$ cat config.mk
export PLATFORM = sky130hd
export DESIGN_NAME = processor
export DESIGN_NICKNAME = d
export VERILOG_FILES = /design/src/rtl/processor_pkg.sv /design/src/rtl/processor_alu.sv /design/src/rtl/processor.sv
export SDC_FILE = /design/constraint.sdc
export NUM_CORES = 1
export LEC_CHECK = 0
export ABC_AREA = 1
export CAP_MARGIN = 20
export CORE_MARGIN = 3
export CORE_UTILIZATION = 60
export DETAILED_ROUTE_END_ITERATION = 7
export PLACE_DENSITY_LB_ADDON = 0.1
export SLEW_MARGIN = 20
export SYNTH_ARGS = -nofsm -noshare
export SYNTH_HDL_FRONTEND = slang
export SYNTH_HIERARCHICAL = 1
export SYNTH_SLANG_ARGS = --single-unit
$ cat constraint.sdc
create_clock -name clk -period 5.55 [get_ports clk]
set_input_delay 1.11 -clock clk [delete_from_list [all_inputs] [get_ports clk]]
set_output_delay 1.11 -clock clk [all_outputs]
set_load 0.02 [all_outputs]
$ cat src/rtl/processor_pkg.sv
// -----------------------------------------------------------------------------
// processor_pkg
// Shared definitions for the single-cycle processor: opcode encodings, the
// bit positions of the status flags inside the 4-bit flags word, and the
// run/halt state encoding.
// Optional build macro used by the top: SIM_FINISH_EN.
// -----------------------------------------------------------------------------
package processor_pkg;

  typedef enum logic [7:0] {
    OP_NOP  = 8'h00,
    OP_ADD  = 8'h01,
    OP_SUB  = 8'h02,
    OP_AND  = 8'h03,
    OP_OR   = 8'h04,
    OP_XOR  = 8'h05,
    OP_NOT  = 8'h06,
    OP_SHL  = 8'h07,
    OP_SHR  = 8'h08,
    OP_MUL  = 8'h09,
    OP_CMP  = 8'h0A,
    OP_HALT = 8'hFF
  } opcode_e;

  // Flag word layout is {N,V,C,Z}
  localparam int FLAG_Z = 0;
  localparam int FLAG_C = 1;
  localparam int FLAG_V = 2;
  localparam int FLAG_N = 3;

  typedef enum logic {
    ST_RUN    = 1'b0,
    ST_HALTED = 1'b1
  } state_e;

endpackage

$ cat src/rtl/processor_alu.sv
// -----------------------------------------------------------------------------
// processor_alu
// Purely combinational ALU. Produces the next result and next flags for one
// instruction plus separate write enables, so the caller can keep result
// untouched for CMP and leave everything untouched for NOP/undefined codes.
// Ports:
//   i_opcode      instruction opcode
//   i_a, i_b      operands A and B
//   i_flags       current flags {N,V,C,Z} (passed through when not written)
//   o_result      next result value (valid when o_res_we)
//   o_flags       next flags value
//   o_res_we      result register should load o_result
//   o_flags_we    flags register should load o_flags
// -----------------------------------------------------------------------------
module processor_alu
  import processor_pkg::*;
#(
  parameter int DATA_W = 8
) (
  input  logic [7:0]        i_opcode,
  input  logic [DATA_W-1:0] i_a,
  input  logic [DATA_W-1:0] i_b,
  input  logic [3:0]        i_flags,
  output logic [DATA_W-1:0] o_result,
  output logic [3:0]        o_flags,
  output logic              o_res_we,
  output logic              o_flags_we
);

  opcode_e            w_op;
  logic [DATA_W:0]    w_sum;
  logic [DATA_W:0]    w_diff;
  logic [2*DATA_W-1:0] w_prod;
  logic [DATA_W:0]    w_shl;
  logic [DATA_W:0]    w_shr;
  logic [2:0]         w_shamt;
  logic [DATA_W-1:0]  w_res;
  logic               w_c;
  logic               w_v;

  assign w_op    = opcode_e'(i_opcode);
  assign w_shamt = i_b[2:0];
  assign w_sum   = {1'b0, i_a} + {1'b0, i_b};
  // Bit DATA_W of the extended difference is the borrow (A < B unsigned)
  assign w_diff  = {1'b0, i_a} - {1'b0, i_b};
  assign w_prod  = i_a * i_b;
  // Extra bit above the MSB catches the last bit shifted out on the left
  assign w_shl   = {1'b0, i_a} << w_shamt;
  // Extra bit below the LSB catches the last bit shifted out on the right
  assign w_shr   = {i_a, 1'b0} >> w_shamt;

  always_comb begin
    w_res      = '0;
    w_c        = 1'b0;
    w_v        = 1'b0;
    o_res_we   = 1'b0;
    o_flags_we = 1'b0;
    case (w_op)
      OP_ADD: begin
        w_res      = w_sum[DATA_W-1:0];
        w_c        = w_sum[DATA_W];
        w_v        = (i_a[DATA_W-1] == i_b[DATA_W-1]) &&
                     (w_sum[DATA_W-1] != i_a[DATA_W-1]);
        o_res_we   = 1'b1;
        o_flags_we = 1'b1;
      end
      OP_SUB, OP_CMP: begin
        w_res      = w_diff[DATA_W-1:0];
        w_c        = w_diff[DATA_W];
        w_v        = (i_a[DATA_W-1] != i_b[DATA_W-1]) &&
                     (w_diff[DATA_W-1] != i_a[DATA_W-1]);
        o_res_we   = (w_op == OP_SUB);
        o_flags_we = 1'b1;
      end
      OP_AND: begin
        w_res      = i_a & i_b;
        o_res_we   = 1'b1;
        o_flags_we = 1'b1;
      end
      OP_OR: begin
        w_res      = i_a | i_b;
        o_res_we   = 1'b1;
        o_flags_we = 1'b1;
      end
      OP_XOR: begin
        w_res      = i_a ^ i_b;
        o_res_we   = 1'b1;
        o_flags_we = 1'b1;
      end
      OP_NOT: begin
        w_res      = ~i_a;
        o_res_we   = 1'b1;
        o_flags_we = 1'b1;
      end
      OP_SHL: begin
        w_res      = w_shl[DATA_W-1:0];
        w_c        = w_shl[DATA_W];
        o_res_we   = 1'b1;
        o_flags_we = 1'b1;
      end
      OP_SHR: begin
        w_res      = w_shr[DATA_W:1];
        w_c        = w_shr[0];
        o_res_we   = 1'b1;
        o_flags_we = 1'b1;
      end
      OP_MUL: begin
        w_res      = w_prod[DATA_W-1:0];
        o_res_we   = 1'b1;
        o_flags_we = 1'b1;
      end
      default: begin
        // NOP, HALT and undefined codes write nothing
      end
    endcase
  end

  assign o_result = w_res;

  always_comb begin
    o_flags = i_flags;
    if (o_flags_we) begin
      o_flags[FLAG_N] = w_res[DATA_W-1];
      o_flags[FLAG_V] = w_v;
      o_flags[FLAG_C] = w_c;
      o_flags[FLAG_Z] = (w_res == '0);
    end
  end

endmodule

$ cat src/rtl/processor.sv
// -----------------------------------------------------------------------------
// processor
// Single-cycle instruction executor with a RUN/HALTED state machine. In RUN
// every rising edge executes the presented instruction (1-cycle latency);
// done=1 or the HALT opcode moves to HALTED, where result/flags freeze until
// reset.
// Optional build macro: SIM_FINISH_EN -- when defined, the first edge spent
// in HALTED prints result/flags and ends the simulation.
// Ports:
//   clk       clock, rising edge
//   reset     synchronous reset, active low
//   opcode    instruction opcode
//   operand1  operand A
//   operand2  operand B
//   done      loader finished (no more valid instructions)
//   result    registered result
//   flags     registered {N,V,C,Z}
// -----------------------------------------------------------------------------
module processor
  import processor_pkg::*;
#(
  parameter int DATA_W = 8
) (
  input  logic              clk,
  input  logic              reset,
  input  logic [7:0]        opcode,
  input  logic [DATA_W-1:0] operand1,
  input  logic [DATA_W-1:0] operand2,
  input  logic              done,
  output logic [DATA_W-1:0] result,
  output logic [3:0]        flags
);

  state_e            r_state;
  logic [DATA_W-1:0] r_result;
  logic [3:0]        r_flags;

  logic [DATA_W-1:0] w_alu_result;
  logic [3:0]        w_alu_flags;
  logic              w_res_we;
  logic              w_flags_we;
  logic              w_halt_req;

  processor_alu #(.DATA_W(DATA_W)) u_alu (
    .i_opcode   (opcode),
    .i_a        (operand1),
    .i_b        (operand2),
    .i_flags    (r_flags),
    .o_result   (w_alu_result),
    .o_flags    (w_alu_flags),
    .o_res_we   (w_res_we),
    .o_flags_we (w_flags_we)
  );

  assign w_halt_req = done || (opcode == OP_HALT);

  always_ff @(posedge clk) begin
    if (!reset) begin
      r_state  <= ST_RUN;
      r_result <= '0;
      r_flags  <= '0;
    end else begin
      case (r_state)
        ST_RUN: begin
          if (w_halt_req) begin
            // Instruction presented alongside done/HALT is discarded
            r_state <= ST_HALTED;
          end else begin
            if (w_res_we)   r_result <= w_alu_result;
            if (w_flags_we) r_flags  <= w_alu_flags;
          end
        end
        default: begin
          r_state <= ST_HALTED;
        end
      endcase
    end
  end

  assign result = r_result;
  assign flags  = r_flags;

`ifdef SIM_FINISH_EN
  always @(posedge clk) begin
    if (reset && (r_state == ST_HALTED)) begin
      $display("processor halted: result=%02h flags=%01h", r_result, r_flags);
      $finish;
    end
  end
`else
`endif

endmodule

; ---- Yosys cells after proc, flatten, opt, wreduce, memory -nomap -nowiden
; Cells that the tools add are included.
[totals]
regBits = 13
in_bits = 27
out_inout_bits = 12
word_cells = 45
[classes]
add_sub_neg = 2
n_mul = 1
n_eq_ne = 15
shifts = 2
mux = 7
bitwise_logic = 6
n_reduce_logical = 9
[op_table]
columns = cell, n
row1 = 8-bit case mux with 9 select lines, 1
row2 = "8-bit by 3-bit equality test with 1-bit output, second input constant", 4
row3 = "8-bit by 4-bit equality test with 1-bit output, second input constant", 3
row4 = "8-bit by 2-bit equality test with 1-bit output, second input constant", 2
row5 = 10-bit OR reduction, 1
row6 = 8-bit by 8-bit adder with 9-bit output, 1
row7 = 8-bit by 3-bit left shift with 9-bit output, 1
row8 = 9-bit by 3-bit right shift with 9-bit output, 1
row9 = 8-bit by 8-bit subtractor with 9-bit output, 1
row10 = 8-bit bitwise AND, 1
row11 = "8-bit by 1-bit equality test with 1-bit output, second input constant", 1
row12 = "8-bit equality test, second input constant", 1
row13 = 8-bit zero test, 1
row14 = 8-bit by 8-bit multiplier with 8-bit output, 1
row15 = 8-bit NOT, 1
row16 = 8-bit bitwise OR, 1
row17 = 8-bit OR reduction, 1
row18 = 8-bit bitwise XOR, 1
row19 = 3-bit AND reduction, 2
row20 = 1-bit case mux with 2 select lines, 2
row21 = 1-bit case mux with 4 select lines, 1
row22 = 1-bit two-way mux, 3
row23 = 1-bit != test, 3
row24 = 1-bit logical AND, 2
row25 = 4 further kinds, 5

; ---- Longest topological paths before layout
; Gate-level depths: netlist (run 1).
[logic_depth]
ltp_word = 4
depth_mapped = 27
mapped_depth_nobuf = 26

; ---- By module
; Netlist (run 1), hierarchy kept.
[modules_own_cells]
columns = module, instances, cells_each, area_per_inst_um2, seq_area_each_um2
row1 = processor_alu, 1, 581, 3115.5, 0.0
row2 = processor, 1, 112, 723.2, 260.2

; ---- Worst setup path before layout (run 1)
; OpenSTA, ideal clock, no wires.
[synth_timing]
kind = input to register
startpoint = input operand2[2]
endpoint = register r_flags[0], in the netlist flags[0]
setup_ns = 0.110
arrival_time_ns = 4.728
required_ns = 5.440
path_slack_ns = 0.712
stages = 21
path_buffers = 1
cell_sequence = clkbuf_1 nand2_1 fa_1 fa_1 inv_1 fa_1 inv_1 fa_1 inv_1 ha_1 a21o_1 a31oi_1 inv_1 nand3_1 nand3_1 nand3_1 nor2_1 inv_1 nand4_1 nand2_1 nor2_2
[synth_between]
elab_chain_cells = 3
elab_cells_between_ends = 10
cone_classes = add/sub: 2 / mul: 1 / shift: 2 / mux: 1 / bitwise: 3 / reduce/logical: 1
[synth_rtl]
columns = element, line
row1 = "start, declared", processor.sv:28  ; input logic [DATA_W-1:0] operand2,
row2 = 8-bit by 8-bit multiplier with 8-bit output (tied with other cells), processor_alu.sv:46  ; assign w_prod = i_a * i_b;
row3 = 8-bit case mux with 9 select lines (*), processor_alu.sv:58  ; case (w_op)
row4 = net w_alu_result[7], processor.sv:38  ; logic [DATA_W-1:0] w_alu_result;
row5 = 8-bit zero test (*), processor_alu.sv:126  ; o_flags[FLAG_Z] = (w_res == '0);
row6 = net w_alu_flags[0], processor.sv:39  ; logic [3:0] w_alu_flags;
row7 = "end signal, assigned", processor.sv:70  ; if (w_flags_we) r_flags <= w_alu_flags;
row8 = "end, declared", processor.sv:36  ; logic [3:0] r_flags;
; The timed path passes the listed nets; every way through them passes the cells marked *.
; A chain may end at the register's enable or synchronous reset.

; ---- Worst setup path in the final report (run 1)
[layout_timing]
startpoint = input operand2[4]
endpoint = register r_flags[0], in the netlist flags[0]
[layout_between]
elab_chain_cells = 3
elab_cells_between_ends = 8
cone_classes = add/sub: 2 / mul: 1 / mux: 1 / bitwise: 3 / reduce/logical: 1
[layout_rtl]
columns = element, line
row1 = 8-bit by 8-bit multiplier with 8-bit output (tied with other cells), processor_alu.sv:46
row2 = 8-bit case mux with 9 select lines (*), processor_alu.sv:58
row3 = net w_alu_result[7], processor.sv:38
row4 = 8-bit zero test (*), processor_alu.sv:126
row5 = net w_alu_flags[0], processor.sv:39
; Marks and branches as above.

==> impl_metrics.yaml, run 1 <==
clock_tree:
  cts_setup_buffers: 0
  htreeDepth: 1
  cts_buffer_depth: 2
  cts_buffers: 3
  cts.reportedPaths.clkPinSlew_ps: 60
  numClockSinks: 13
  post_cts_resized: 0
  insertion_delay_ps: 250
  ctsHoldBuffers: 0
  cts_tree: "yes"
  cts_root_buffer: "clkbuf_8"
sta:
  relSlewSlack_pct: 62.1
  fmax_mhz: 190
  clock_skew_ps: 2.25
  final_hold_viol_count: 0
  setup_violations: 0
  tightest_slew_ps: 564
  tns_ps: 0
  period_share_pct: 94.7
  maxSlewViolCount: 0
  period_minus_slack_ps: 5260
  hold_slack_ps: 522
  rsz0062_at_grt: "no"
die:
  core-area_sq_um: 6060
  rows: 28
  start_util_pct: 63.3
  ios: 39
  dieWidth_um: 86.0
  dieHeight_um: 86.0
  dieArea_sq_um: 7390
synth:
  ys_seq_area_share_pct: 6.78
  yosys-top-cells-area: "nand2_1 21%, ha_1 13%, inv_1 13%"
  synth.largest_area_cell: "nand2_1"
  synth_edf_count: 0
  ys_types: 39
  synth_area_sq_um: 3840
  yosys_warnings: 6
  synth_area_per_cell_sq_um: 5.54
  synthArstFlopShare_pct: 0
  ys_ff_latch: 13
  synth_top_area_share_pct: 20.8
  synth_ff_type: "dfxtp_1"
  synthCells: 693
  syn_nets: 775
finish:
  antennaDiodeCount: 0
  final_layout_size_suffix_gt1_share_pct: 8.45
  area_growth_pct: 14.0
  nNetsFinal: 817
drt:
  routed_wl_mm: 11.7
  avgRoutedWirePerCell_um: 14.4
  drt_iter0_markers: 351
  drt-pass1-iter-count: 7
  via_per_inst: 5.61
  ant_nets: 0
  vias: 4542
  drc: 0
global_route:
  grt_pass1_wl_mm: 19.1
  antenna_found_initial: 0
  grt_pass1_vias: 4179
  grt_max_degree: 26
  overflow: 0
  grt_usage_pct: 31.9
setup_path:
  critPathSlowestCell: "clkdlybuf4s50_1"
  critPathCaptureType: "flop"
  path_common_cell: "inv_1"
  r2r_slack_ps: 4410
  reg2reg_to: "result[0]$_SDFFE_PN0P_"
  critical_path_cell_count: 21
  slowest_delay_ps: 570
  crit_fanout: 6
  r2r_cells: 5
  critPathLaunchType: "input port"
  crit_chain: "clkdlybuf4s50_1 -> nand2_1 -> fa_1 -> fa_1 -> inv_1 -> fa_1 -> inv_1 -> fa_1 -> inv_1 -> ha_1 -> a21o_1 -> a31oi_1 -> inv_1 -> nand3_1 -> nand3_1 -> nand3_1 -> nor2_1 -> inv_1 -> nand4_1 -> nand2_1 -> nor2_2"
  cp_top_family: "adder cells"
  critPathCapture: "flags[0]$_SDFFE_PN0P_"
  cp_num_buf_inv: 6
  startpoint: "operand2[4]"
  reg2reg_from: "r_state$_SDFF_PN0_"
  path_class: "input port to flop"
  cp.arrival_ps: 5400
  cp.required_ps: 5700
pwr:
  power_density_nw_per_um2: 120
  p_leak_nw: 2.47
  ir_drop_uv: 103
  p_switching_uw: 251
  clockPowerShare_pct: 16.6
  p_seq_share_pct: 18.4
  power.internal_uw: 272
  power.total_uw: 524
  p_comb_share_pct: 65.0
  p_sw_share_pct: 48.0
placed_design:
  dp_hpwl_mm: 9.81
  port-buffer-count: 38
  gp_congestion: 0.999
status:
  status: "completed"
job:
  drv_cap: 0
worst_hold_path:
  worstHoldPathType: "flop to flop"
-- registers in the layout, indices dropped and copies added (netlist names) --
name     cells
r_state      1
flags        4
result       8
-- worst min path at each step --
stage / start / endpoint / slack [ps] / cells past startpoint
after global routing: result[4]$_SDFFE_PN0P_ / result[4]$_SDFFE_PN0P_ / 550 / 4
final: result[4]$_SDFFE_PN0P_ / result[4]$_SDFFE_PN0P_ / 520 / 4
after global placement: result[6]$_SDFFE_PN0P_ / result[6]$_SDFFE_PN0P_ / 500 / 4
after CTS: result[4]$_SDFFE_PN0P_ / result[4]$_SDFFE_PN0P_ / 520 / 4
after floorplan: result[0]$_SDFFE_PN0P_ / result[0]$_SDFFE_PN0P_ / 580 / 4
after detailed placement: result[4]$_SDFFE_PN0P_ / result[4]$_SDFFE_PN0P_ / 510 / 4
-- logic make-up (layout without fill, tap and decap cells) --
| group | count (synthesis) | after routing | synth area share (%) |
|---|---|---|---|
| simple gates | 406 | 406 | 47.4 |
| buf+inv | 168 | 209 | 17.3 |
| fa+ha+maj | 55 | 55 | 20.7 |
| compound gates | 47 | 47 | 6.98 |
| flops | 13 | 13 | 6.78 |
| xor+xnor | 4 | 4 | 0.913 |
-- through the flow --
stage	instance area (sq um)	util (%)	instances	setup WS, ps
after global placement	4330	71.5	805	151
after CTS	4380	72.2	809	321
final	4380	72.2	809	293
after detailed placement	4330	71.5	805	78.9
after global routing	4380	72.2	809	49.9
after floorplan	3840	-	693	712
-- layout make-up --
| cell class | count | area, sq um |
|---|---|---|
| flip-flops and latches | 13 | 260 |
| repair buffers | 53 | 493 |
| inverters | 152 | 571 |
| well taps | 75 | 93.8 |
| multi-input cells | 512 | 2910 |
| clock buffers | 4 | 45.0 |
| fillers | 573 | 1680 |
-- power groups by stage --
stage                     logic [mW]  registers [mW]  clock network (mW)
after global placement         0.321          0.0983                   0
after global routing           0.380          0.0966              0.0889
after CTS                      0.335          0.0964              0.0885
final                          0.341          0.0964              0.0867
after detailed placement       0.333          0.0984                   0
after floorplan                0.230          0.0999                   0
-- worst register-to-register path: stages, from the launching register on --
cell	delay, ps
dfxtp_1	320
nor2_4	280
nand3_2	220
nand2_1	110
inv_1	40
nor2_1	100
-- cell usage after synthesis, types with 2 or more instances --
cell and count:
a21o_1 2, a21oi_1 14, a31oi_1 3, buf_2 9, buf_4 4, clkbuf_1 2
clkinv_1 2, dfxtp_1 13, fa_1 14, ha_1 41, inv_1 136, inv_2 14
nand2_1 213, nand2_2 2, nand3_1 84, nand3_2 2, nand3b_1 2, nand4_1 19
nor2_1 54, nor2_2 15, nor2_4 4, nor3_1 3, nor3_2 3, o211ai_1 3
o21ai_0 9, o21ai_1 11, xor2_1 3
-- layer usage --
layer,track usage [%],up-vias,wire (um)
li1,-,2232,-
met1,43.0,2035,4920
met5,0,-,0
met2,52.6,244,5170
met4,9.64,0,386
met3,4.32,31,1180
-- cell usage in the layout (no fill, tap or decap), drive strengths merged, types with 2 or more instances in the layout --
cell and instances:
clkbuf 4, inv 150, clkdlybuf4s50 38, nor3 6, xor2 3, clkinv 2, nand2 216, nand3 86
buf 15, nor2 73, dfxtp 13, ha 41, or2 2, a21o 2, a21oi 15, fa 14
a31oi 3, nand4 20, o21ai 20, nand3b 2, o211ai 3
(Power assumes the default switching activity.)
==> run 2, diff against run 1 <==
CELL_PAD_IN_SITES_DETAIL_PLACEMENT = 1   (was not set)
CELL_PAD_IN_SITES_GLOBAL_PLACEMENT = 1   (was not set)
CORE_UTILIZATION = 40   (was 60)
==> run 2 against run 1 <==
Utilization is 24 points lower. Global-route usage decreased by 5.8 points. Register-to-register slack got worse by 40 ps. Sequential power hardly changed. Largest power group unchanged.
==> impl_metrics.yaml, run 2 (same netlist as run 1, synthesis figures left out) <==
drt:
  routed_wl_mm: 13.9
  drc: 0
  via_per_inst: 5.23
  ant_nets: 0
  avgRoutedWirePerCell_um: 16.1
  vias: 4526
  drt_iter0_markers: 216
  drt-pass1-iter-count: 5
global_route:
  grt_max_degree: 20
  grt_pass1_vias: 4678
  grt_pass1_wl_mm: 23.3
  antenna_found_initial: 0
  grt_usage_pct: 26.1
  overflow: 0
clock_tree:
  insertion_delay_ps: 240
  cts_tree: "yes"
  cts_buffers: 3
  cts_root_buffer: "clkbuf_8"
  numClockSinks: 13
  htreeDepth: 1
  cts.reportedPaths.clkPinSlew_ps: 60
  ctsHoldBuffers: 0
  cts_buffer_depth: 2
finish:
  final_layout_size_suffix_gt1_share_pct: 9.36
  instances_no_fill: 866
  layout_commonest_cell: "nand2_1"
  nFillCells: 1367
  fin_area_sq_um: 4500
  antennaDiodeCount: 0
  largest_reg_flops: 8
  fin_util_pct: 48.5
  nNetsFinal: 820
  area_growth_pct: 17.3
  final_cell_mix: "213 x nand2_1, 136 x inv_1, 84 x nand3_1, 53 x nor2_1, 38 x ha_1"
pwr:
  p_leak_nw: 2.50
  power_density_nw_per_um2: 122
  ir_drop_uv: 63.1
setup_path:
  cp.required_ps: 5690
  cp_top_family: "adder cells"
  critPathLaunchType: "input port"
  cp_num_buf_inv: 6
  cp.arrival_ps: 5450
  slowest_delay_ps: 550
  path_class: "input port to flop"
  crit_chain: "clkdlybuf4s50_1 -> nand2_1 -> fa_1 -> fa_1 -> inv_1 -> fa_1 -> inv_1 -> fa_1 -> inv_1 -> ha_4 -> a21o_1 -> a31oi_1 -> inv_1 -> nand3_1 -> nand3_1 -> nand3_1 -> nor2_1 -> inv_1 -> nand4_1 -> nand2_1 -> nor2_2"
  path_common_cell: "inv_1"
  critPathSlowestCell: "fa_1"
  crit_fanout: 4
  critPathCaptureType: "flop"
sta:
  period_share_pct: 95.5
  relSlewSlack_pct: 50.7
  period_minus_slack_ps: 5300
  clock_skew_ps: 7.22
  setup_ws_ps: 248
  rsz0062_at_grt: "no"
  tightest_slew_ps: 734
  maxSlewViolCount: 0
  final_hold_viol_count: 0
  setup_violations: 0
  fmax_mhz: 189
placed_design:
  port-buffer-count: 38
  place_area_sq_um: 4420
  place_inst: 862
  dpl_worst_slack_ps: -9.82
  dp_hpwl_mm: 12.1
  gp_congestion: 0.929
die:
  rows: 35
  ios: 39
  dieArea_sq_um: 10800
  start_util_pct: 41.3
  dieHeight_um: 104
  dieWidth_um: 104
  core-area_sq_um: 9280
job:
  drv_cap: 0
worst_hold_path:
  worstHoldPathType: "flop to flop"
status:
  status: "completed"
==> run 2: changes by cell type in the layout (fill, tap and decap cells not counted) <==
| cell | change |
|---|---|
| nor2_2 | +1 |
| ha_4 | +2 |
| ha_1 | -3 |
| dlymetal6s2s_1 | +2 |
| nor2_1 | -1 |
| buf_4 | +3 |
| ha_2 | +1 |
| clkdlybuf4s50_1 | -2 |
==> run 2: layout make-up <==
type | count | area, sq um | share of cell area, %
Timing Repair Buffer | 56 | 520 | 11.6
Clock buffer | 4 | 45.0 | 1.00
Inverter | 152 | 571 | 12.7
Tap cell | 129 | 161 | 3.59
Multi-Input combinational cell | 512 | 2940 | 65.4
Sequential cell | 13 | 260 | 5.78
==> run 2: tightest hold or removal path, delay by kind of cell (launching register included) <==
kind | cells | cell delay [ps]
flip-flops | 1 | 310
buffers and inverters | 2 | 90
AND/OR/NAND/NOR | 2 | 70
==> run 2: power by group <==
| group | total, mW | internal, mW | switching (mW) |
|---|---|---|---|
| clock | 0.0856 | 0.0507 | 0.0349 |
| combinational | 0.369 | 0.139 | 0.230 |
| sequential | 0.0964 | 0.0952 | 0.00122 |
| total | 0.551 | 0.285 | 0.266 |
==> run 2: worst paths after layout <==
check / from / end / slack [ps] / cells past startpoint
setup reg to reg: r_state$_SDFF_PN0_ / flags[0]$_SDFFE_PN0P_ / 4370 / 5
setup / recovery: operand2[4] / flags[0]$_SDFFE_PN0P_ / 250 / 21
hold / removal: result[6]$_SDFFE_PN0P_ / result[6]$_SDFFE_PN0P_ / 510 / 4
hold reg to reg: result[6]$_SDFFE_PN0P_ / result[6]$_SDFFE_PN0P_ / 510 / 4
==> run 2: per-layer routing <==
metal	global-route usage [%]	share of wire [%]
met5	0	0
met4	3.70	1.1
met3	3.17	5.1
met2	46.2	48
met1	34.7	46
==> run 2: timing repair <==
action,in CTS,in global routing
endpoints found under the setup margin,0,1
buffers inserted,0,0
resized for setup,0,6
==> run 2: per-stage QoR <==
stage	hold slack, ps	setup TNS (ps)	power (mW)
floorplan	583	0	0.330
global placement	499	0	0.429
detailed placement	503	-9.82	0.446
CTS	515	0	0.537
global route	550	0	0.615
finish	510	0	0.551
